===== config.mk =====
export PLATFORM = sky130hd
export DESIGN_NAME = pu_riscv_biu_arb_flat
export DESIGN_NICKNAME = d
export VERILOG_FILES = /design/src/rtl/pu_riscv_biu_arb_if.sv /design/src/rtl/pu_riscv_biu_arb.sv /design/src/flat_wrapper.sv
export SDC_FILE = /design/constraint.sdc
export NUM_CORES = 1
export LEC_CHECK = 0
export BUFFER_PORTS_ARGS = -buffer_cell sky130_fd_sc_hd__buf_4
export CORE_AREA = 2 2 220 222
export CTS_CLUSTER_SIZE = 12
export DETAILED_ROUTE_END_ITERATION = 8
export DIE_AREA = 0 0 222 224
export PLACE_DENSITY = 0.3
export SETUP_SLACK_MARGIN = 0.2
export SYNTH_ARGS = -nofsm -noshare
export SYNTH_HDL_FRONTEND = slang
export SYNTH_SLANG_ARGS = --single-unit
export TNS_END_PERCENT = 5

===== constraint.sdc =====
create_clock -name clk_i -period 2.3 [get_ports clk_i]
set_input_delay 0.46 -clock clk_i [delete_from_list [all_inputs] [get_ports clk_i]]
set_output_delay 0.46 -clock clk_i [all_outputs]
set_load 0.02 [all_outputs]

===== src/rtl/pu_riscv_biu_arb_if.sv =====
// -----------------------------------------------------------------------------
// pu_riscv_biu_arb_if
// Bundles the requester-side and BIU-side signals of the BIU arbiter.
// Index 0 of every 2-wide requester field is the instruction side and index 1
// is the data side.
//   slave  : the arbiter's view (requests in, BIU address phase out,
//            BIU responses in, routed responses out)
//   master : the surrounding environment's view (mirror directions)
// Signal suffixes (_i/_o) are named from the arbiter's point of view.
// -----------------------------------------------------------------------------
interface pu_riscv_biu_arb_if #(
    parameter int XLEN = 64,
    parameter int PLEN = 64
);
    // requester side, address phase
    logic [1:0]                 req_stb_i;
    logic [1:0]                 req_stb_ack_o;
    logic [1:0][PLEN-1:0]       req_adri_i;
    logic [1:0][2:0]            req_size_i;
    logic [1:0][2:0]            req_type_i;
    logic [1:0][2:0]            req_prot_i;
    logic [1:0]                 req_lock_i;
    logic [1:0]                 req_we_i;
    logic [1:0][XLEN-1:0]       req_d_i;
    // requester side, data phase
    logic [XLEN-1:0]            req_q_o;
    logic [1:0]                 req_ack_o;
    logic [1:0]                 req_err_o;
    // BIU side, address phase
    logic                       biu_stb_o;
    logic                       biu_stb_ack_i;
    logic [PLEN-1:0]            biu_adri_o;
    logic [2:0]                 biu_size_o;
    logic [2:0]                 biu_type_o;
    logic                       biu_lock_o;
    logic [2:0]                 biu_prot_o;
    logic                       biu_we_o;
    logic [XLEN-1:0]            biu_d_o;
    // BIU side, data phase
    logic [XLEN-1:0]            biu_q_i;
    logic                       biu_ack_i;
    logic                       biu_err_i;
    // status
    logic                       spurious_o;

    modport slave (
        input  req_stb_i, req_adri_i, req_size_i, req_type_i, req_prot_i,
               req_lock_i, req_we_i, req_d_i,
               biu_stb_ack_i, biu_q_i, biu_ack_i, biu_err_i,
        output req_stb_ack_o, req_q_o, req_ack_o, req_err_o,
               biu_stb_o, biu_adri_o, biu_size_o, biu_type_o, biu_lock_o,
               biu_prot_o, biu_we_o, biu_d_o, spurious_o
    );

    modport master (
        output req_stb_i, req_adri_i, req_size_i, req_type_i, req_prot_i,
               req_lock_i, req_we_i, req_d_i,
               biu_stb_ack_i, biu_q_i, biu_ack_i, biu_err_i,
        input  req_stb_ack_o, req_q_o, req_ack_o, req_err_o,
               biu_stb_o, biu_adri_o, biu_size_o, biu_type_o, biu_lock_o,
               biu_prot_o, biu_we_o, biu_d_o, spurious_o
    );
endinterface


===== src/rtl/pu_riscv_biu_arb.sv =====
// -----------------------------------------------------------------------------
// pu_riscv_biu_arb
// Arbitrates the instruction (0) and data (1) requesters onto a single
// pipelined BIU. The address phase is chosen combinationally each cycle; an
// owner FIFO remembers which requester each accepted transfer belongs to so
// that responses (which return in order) are routed back correctly.
// Ports:
//   clk_i  : clock, all state updates on the rising edge
//   rst_ni : asynchronous active-low reset
//   bus    : requester and BIU signals (pu_riscv_biu_arb_if.slave)
// Parameters:
//   XLEN  : data width
//   PLEN  : physical address width
//   DEPTH : maximum in-flight BIU transfers (power of 2, >= 2)
// -----------------------------------------------------------------------------
module pu_riscv_biu_arb #(
    parameter int XLEN  = 64,
    parameter int PLEN  = 64,
    parameter int DEPTH = 2
) (
    input  logic                    clk_i,
    input  logic                    rst_ni,
    pu_riscv_biu_arb_if.slave       bus
);
    localparam int AW = $clog2(DEPTH);
    localparam int CW = $clog2(DEPTH) + 1;

    // state
    logic [1:0]         starv_q,    starv_d;
    logic               locked_q,   locked_d;
    logic               lock_own_q, lock_own_d;
    logic               last_sel_q, last_sel_d;
    logic [DEPTH-1:0]   fifo_q,     fifo_d;
    logic [AW-1:0]      wptr_q,     wptr_d;
    logic [AW-1:0]      rptr_q,     rptr_d;
    logic [CW-1:0]      count_q,    count_d;

    // combinational helpers
    logic               sel_s;
    logic               full_s;
    logic               empty_s;
    logic               push_s;
    logic               pop_s;
    logic               head_s;
    logic               rsp_s;
    logic [1:0]         stb_ack_s;
    logic [PLEN-1:0]    adri_s;
    logic [XLEN-1:0]    d_s;
    logic [XLEN-1:0]    q_s;

    assign full_s  = (count_q == CW'(DEPTH));
    assign empty_s = (count_q == {CW{1'b0}});
    assign head_s  = fifo_q[rptr_q];
    assign rsp_s   = bus.biu_ack_i | bus.biu_err_i;
    assign pop_s   = rsp_s & ~empty_s;
    // A full FIFO only takes a new owner when the head leaves in the same cycle.
    assign push_s  = bus.biu_stb_ack_i & (~full_s | pop_s);

    // Requester selection: lock owner, then starvation override, then data priority.
    always_comb begin
        sel_s = last_sel_q;
        if (locked_q) begin
            sel_s = lock_own_q;
        end else if (bus.req_stb_i == 2'b11) begin
            sel_s = (starv_q == 2'd3) ? 1'b0 : 1'b1;
        end else if (bus.req_stb_i[1]) begin
            sel_s = 1'b1;
        end else if (bus.req_stb_i[0]) begin
            sel_s = 1'b0;
        end else begin
            sel_s = last_sel_q;
        end
    end

    // Address-phase acknowledge goes only to the selected requester.
    always_comb begin
        stb_ack_s        = 2'b00;
        stb_ack_s[sel_s] = bus.biu_stb_ack_i;
    end

    assign adri_s = bus.req_adri_i[sel_s];
    assign d_s    = bus.req_d_i[sel_s];
    assign q_s    = bus.biu_q_i;

    assign bus.req_stb_ack_o = stb_ack_s;
    assign bus.biu_stb_o     = bus.req_stb_i[sel_s] & ~full_s;
    assign bus.biu_adri_o    = adri_s;
    assign bus.biu_size_o    = bus.req_size_i[sel_s];
    assign bus.biu_type_o    = bus.req_type_i[sel_s];
    assign bus.biu_lock_o    = bus.req_lock_i[sel_s];
    assign bus.biu_prot_o    = bus.req_prot_i[sel_s];
    assign bus.biu_we_o      = bus.req_we_i[sel_s];
    assign bus.biu_d_o       = d_s;
    assign bus.req_q_o       = q_s;
    // A response with nothing outstanding is flagged and otherwise ignored.
    assign bus.spurious_o    = rsp_s & empty_s;

    // Route the data-phase response to the owner at the FIFO head.
    always_comb begin
        bus.req_ack_o = 2'b00;
        bus.req_err_o = 2'b00;
        if (!empty_s) begin
            bus.req_ack_o[head_s] = bus.biu_ack_i;
            bus.req_err_o[head_s] = bus.biu_err_i;
        end else begin
            bus.req_ack_o = 2'b00;
            bus.req_err_o = 2'b00;
        end
    end

    // Next-state for starvation, lock tracking, last selection and owner FIFO.
    always_comb begin
        starv_d    = starv_q;
        locked_d   = locked_q;
        lock_own_d = lock_own_q;
        last_sel_d = sel_s;
        fifo_d     = fifo_q;
        wptr_d     = wptr_q;
        rptr_d     = rptr_q;
        count_d    = count_q;

        // saturating counter of cycles the instruction side waits
        if (stb_ack_s[0]) begin
            starv_d = 2'd0;
        end else if (bus.req_stb_i[0] && (starv_q != 2'd3)) begin
            starv_d = starv_q + 2'd1;
        end else begin
            starv_d = starv_q;
        end

        // lock is set/cleared only by accepted transfers; error responses never touch it
        if (push_s) begin
            if (bus.biu_lock_o) begin
                locked_d   = 1'b1;
                lock_own_d = sel_s;
            end else if (locked_q && (sel_s == lock_own_q)) begin
                locked_d = 1'b0;
            end else begin
                locked_d = locked_q;
            end
        end else begin
            locked_d = locked_q;
        end

        if (push_s) begin
            fifo_d[wptr_q] = sel_s;
            wptr_d         = wptr_q + AW'(1);
        end else begin
            wptr_d = wptr_q;
        end

        if (pop_s) begin
            rptr_d = rptr_q + AW'(1);
        end else begin
            rptr_d = rptr_q;
        end

        case ({push_s, pop_s})
            2'b10:   count_d = count_q + CW'(1);
            2'b01:   count_d = count_q - CW'(1);
            default: count_d = count_q;
        endcase
    end

    // State registers with asynchronous reset; reset discards in-flight owners.
    always_ff @(posedge clk_i or negedge rst_ni) begin
        if (!rst_ni) begin
            starv_q    <= 2'd0;
            locked_q   <= 1'b0;
            lock_own_q <= 1'b0;
            last_sel_q <= 1'b0;
            fifo_q     <= {DEPTH{1'b0}};
            wptr_q     <= {AW{1'b0}};
            rptr_q     <= {AW{1'b0}};
            count_q    <= {CW{1'b0}};
        end else begin
            starv_q    <= starv_d;
            locked_q   <= locked_d;
            lock_own_q <= lock_own_d;
            last_sel_q <= last_sel_d;
            fifo_q     <= fifo_d;
            wptr_q     <= wptr_d;
            rptr_q     <= rptr_d;
            count_q    <= count_d;
        end
    end
endmodule


===== src/flat_wrapper.sv =====
// flat-port wrapper written by rule: the top's interface ports become plain ports
module pu_riscv_biu_arb_flat 
#(
    parameter int XLEN  = 64,
    parameter int PLEN  = 64,
    parameter int DEPTH = 2
)
  (clk_i, rst_ni, bus_req_stb_i, bus_req_adri_i, bus_req_size_i, bus_req_type_i, bus_req_prot_i, bus_req_lock_i, bus_req_we_i, bus_req_d_i, bus_biu_stb_ack_i, bus_biu_q_i, bus_biu_ack_i, bus_biu_err_i, bus_req_stb_ack_o, bus_req_q_o, bus_req_ack_o, bus_req_err_o, bus_biu_stb_o, bus_biu_adri_o, bus_biu_size_o, bus_biu_type_o, bus_biu_lock_o, bus_biu_prot_o, bus_biu_we_o, bus_biu_d_o, bus_spurious_o);
  pu_riscv_biu_arb_if #(.XLEN(XLEN), .PLEN(PLEN)) bus_i ();
  input  logic clk_i;
  input  logic rst_ni;
  input wire logic [$bits(bus_i.req_stb_i)-1:0] bus_req_stb_i;
  input wire logic [$bits(bus_i.req_adri_i)-1:0] bus_req_adri_i;
  input wire logic [$bits(bus_i.req_size_i)-1:0] bus_req_size_i;
  input wire logic [$bits(bus_i.req_type_i)-1:0] bus_req_type_i;
  input wire logic [$bits(bus_i.req_prot_i)-1:0] bus_req_prot_i;
  input wire logic [$bits(bus_i.req_lock_i)-1:0] bus_req_lock_i;
  input wire logic [$bits(bus_i.req_we_i)-1:0] bus_req_we_i;
  input wire logic [$bits(bus_i.req_d_i)-1:0] bus_req_d_i;
  input wire logic [$bits(bus_i.biu_stb_ack_i)-1:0] bus_biu_stb_ack_i;
  input wire logic [$bits(bus_i.biu_q_i)-1:0] bus_biu_q_i;
  input wire logic [$bits(bus_i.biu_ack_i)-1:0] bus_biu_ack_i;
  input wire logic [$bits(bus_i.biu_err_i)-1:0] bus_biu_err_i;
  output wire logic [$bits(bus_i.req_stb_ack_o)-1:0] bus_req_stb_ack_o;
  output wire logic [$bits(bus_i.req_q_o)-1:0] bus_req_q_o;
  output wire logic [$bits(bus_i.req_ack_o)-1:0] bus_req_ack_o;
  output wire logic [$bits(bus_i.req_err_o)-1:0] bus_req_err_o;
  output wire logic [$bits(bus_i.biu_stb_o)-1:0] bus_biu_stb_o;
  output wire logic [$bits(bus_i.biu_adri_o)-1:0] bus_biu_adri_o;
  output wire logic [$bits(bus_i.biu_size_o)-1:0] bus_biu_size_o;
  output wire logic [$bits(bus_i.biu_type_o)-1:0] bus_biu_type_o;
  output wire logic [$bits(bus_i.biu_lock_o)-1:0] bus_biu_lock_o;
  output wire logic [$bits(bus_i.biu_prot_o)-1:0] bus_biu_prot_o;
  output wire logic [$bits(bus_i.biu_we_o)-1:0] bus_biu_we_o;
  output wire logic [$bits(bus_i.biu_d_o)-1:0] bus_biu_d_o;
  output wire logic [$bits(bus_i.spurious_o)-1:0] bus_spurious_o;
  assign bus_i.req_stb_i = bus_req_stb_i;
  assign bus_i.req_adri_i = bus_req_adri_i;
  assign bus_i.req_size_i = bus_req_size_i;
  assign bus_i.req_type_i = bus_req_type_i;
  assign bus_i.req_prot_i = bus_req_prot_i;
  assign bus_i.req_lock_i = bus_req_lock_i;
  assign bus_i.req_we_i = bus_req_we_i;
  assign bus_i.req_d_i = bus_req_d_i;
  assign bus_i.biu_stb_ack_i = bus_biu_stb_ack_i;
  assign bus_i.biu_q_i = bus_biu_q_i;
  assign bus_i.biu_ack_i = bus_biu_ack_i;
  assign bus_i.biu_err_i = bus_biu_err_i;
  assign bus_req_stb_ack_o = bus_i.req_stb_ack_o;
  assign bus_req_q_o = bus_i.req_q_o;
  assign bus_req_ack_o = bus_i.req_ack_o;
  assign bus_req_err_o = bus_i.req_err_o;
  assign bus_biu_stb_o = bus_i.biu_stb_o;
  assign bus_biu_adri_o = bus_i.biu_adri_o;
  assign bus_biu_size_o = bus_i.biu_size_o;
  assign bus_biu_type_o = bus_i.biu_type_o;
  assign bus_biu_lock_o = bus_i.biu_lock_o;
  assign bus_biu_prot_o = bus_i.biu_prot_o;
  assign bus_biu_we_o = bus_i.biu_we_o;
  assign bus_biu_d_o = bus_i.biu_d_o;
  assign bus_spurious_o = bus_i.spurious_o;
  pu_riscv_biu_arb #(.XLEN(XLEN), .PLEN(PLEN), .DEPTH(DEPTH)) u_core (.clk_i(clk_i), .rst_ni(rst_ni), .bus(bus_i));
endmodule

==> out/results.tsv <==
metric	value	unit
status	complete, but fails checks	
violations	negative setup slack	
async_reset_ff_frac	1.00	
ys_seq_area_frac	0.0994	
final_max_slew_viol_count	0	
fill_cells	5409	
fmax	394	MHz
grtUsageTotal	0.0718	
start_util	0.0585	
grt_pass1_wl	26300	um
grt_antenna_before_repair	3	
r2r_slack	0.62	ns
yosysTopAreaCell	mux2_2	
synth_cell_types	28	
power	8.47	mW
portBuffers	431	
critical_path_class	register to output port	
finalCriticalPeriod	2.54	ns
avgSynthCellArea	9.78	um2
drtAntennaViolNets	0	
cts-hold-fix-buffers	0	
maxSlewHeadroom	0.826	
ys_ff_latch	11	
ys.flop_type	dfrtp_1	
peakVddDrop	522	uV
cp_data_arrival_time	2.08	ns
holdWs	0.0493	ns
grt_setup_unrepaired	yes	
die_w	222	um
drt_first_pass_iters	4	
worst_r2r_startpoint	u_core.starv_q[1]	
route.detailed.drc	0	
synth_fp_nets	634	
die_y	224	um
cts_tree	built	
grt_max_degree	22	
num_vias	3782	
layout_commonest_cell	buf_4	
synth_area	2770	um2
r2r_end	u_core.fifo_q[0]	
tightest_slew	0.253	ns
layout_common_cells	322 x buf_4, 137 x mux2_2, 132 x buf_6	
yosys_warnings	0	
dieArea	49700	um2
area_growth	157	%
nets	1021	
cts_made_buffers	3	
synth_area_leaders	mux2_2 55%, buf_4 17%, dfrtp_1 9.9%	
wl	19700	um
crit_path_start_kind	register	
power.density	1190	nW/um2
row_count	80	
fp.coreArea	47300	um2
reg2reg_depth	7	
routabilityCongestion	0.732	
setup_ws	-0.240	ns
drt_iter0_drc	85	
drive_gt1_frac	0.915	
period_share	1.10	
power.leakage	3.27	nW
synthCells	283	
holdCritPathClass	input pin to asynchronous set/reset pin	
grt_overflow	0	
synth.top_cell.area_share	0.549	
cp-end-kind	output port	
clockRootBuffer	clkbuf_16	
clock_sinks	11	
fin_skew	0.00154	ns
drv_cap	0	
clock_path_buffers	2	
setup_viol	141	
hold_viol_final	0	
synth_edf_count	0	
wl_per_cell	15.3	um
ioPinCount	560	
hpwl	18000	um
clk_pin_slew	0.04	ns
htree_num_levels	1	
vias_per_cell	2.94	
critPathMaxFanout	15	
required	1.84	ns
insertion_delay	0.24	ns
grt_pass1_vias	4092	
worst max-delay path, stage by stage (launching register included):
cell      delay, ns
dfrtp_1        0.37
ha_2           0.19
nand2b_4       0.14
a211oi_4       0.26
nor2_4         0.08
buf_12         0.16
buf_12         0.16
mux2_2         0.30
buf_6          0.14
layout make-up:
cell class,count,area (um2),area share
repair buffers,462,4060,0.570
multi-input cells,189,1920,0.270
well taps,615,769,0.108
flip-flops and latches,11,275,0.0386
clock buffers,4,78.8,0.0111
inverters,3,11.3,0.00158
diodes,1,2.50,0.000351
per-layer routing:
layer | GRT usage | part of all wire
met1 | 0.0613 | 0.29
met2 | 0.153 | 0.57
met3 | 0.0241 | 0.11
met4 | 0.0203 | 0.027
met5 | 0 | 0.0014
synthesized netlist by cell type (2+ instances only):
| master | n |
|---|---|
| mux2_2 | 135 |
| buf_4 | 64 |
| dfrtp_1 | 11 |
| nor2_1 | 10 |
| buf_2 | 9 |
| a21oi_1 | 6 |
| buf_6 | 6 |
| o21ai_0 | 6 |
| xnor2_1 | 5 |
| mux2_1 | 4 |
| and2_1 | 3 |
| inv_1 | 3 |
| nand2_1 | 3 |
| ha_1 | 2 |
| mux2i_1 | 2 |
| nor2b_1 | 2 |
logic make-up (layout without fill, tap and decap cells):
family / after synthesis / in the layout / share of synthesized area
buf+inv: 83 / 469 / 0.220
compound gates: 18 / 18 / 0.0425
flops: 11 / 11 / 0.0994
other cells: 0 / 1 / 0
fa+ha+maj: 2 / 2 / 0.00904
mux: 141 / 141 / 0.573
xor+xnor: 6 / 6 / 0.0190
simple gates: 22 / 22 / 0.0380
sequential cells by signal, summed over array words and instances (netlist names):
name               count
u_core.count_q         2
u_core.fifo_q          2
u_core.starv_q         2
u_core.last_sel_q      1
u_core.lock_own_q      1
u_core.locked_q        1
u_core.rptr_q          1
u_core.wptr_q          1
report_power, final:
group          internal (mW)  switching, mW
registers              0.294         0.0966
logic                   4.28           3.48
clock network          0.233         0.0840
total                   4.81           3.66
metrics by stage:
stage,area (um2),cells,setup slack [ns],utilization,setup TNS (ns)
after floorplan,2790,283,0.163,-,0
after global placement,6510,1277,-0.0719,0.137,-4.78
after detailed placement,6510,1277,-0.0912,0.137,-7.10
after CTS,7040,1283,-0.247,0.149,-29.06
after global routing,7120,1285,-0.288,0.150,-33.05
final,7120,1285,-0.240,0.150,-25.94
worst max-delay path by stage:
stage	from	to	slack, ns
floorplan	u_core.starv_q[0]	bus_biu_adri_o[0]	0.16
global placement	bus_req_stb_i[1]	bus_biu_adri_o[51]	-0.07
detailed placement	bus_req_stb_i[1]	bus_biu_adri_o[51]	-0.09
CTS	u_core.starv_q[1]	bus_biu_d_o[24]	-0.25
global route	u_core.starv_q[1]	bus_biu_size_o[0]	-0.29
finish	u_core.starv_q[1]	bus_biu_adri_o[51]	-0.24
what timing repair did:
action,4_1_cts,5_1_grt
setup buffers,2,1
endpoints found under the setup margin,142,142
resized for setup,117,23
pin swaps,0,1
No activity file was read; power rests on OpenSTA's default activity.
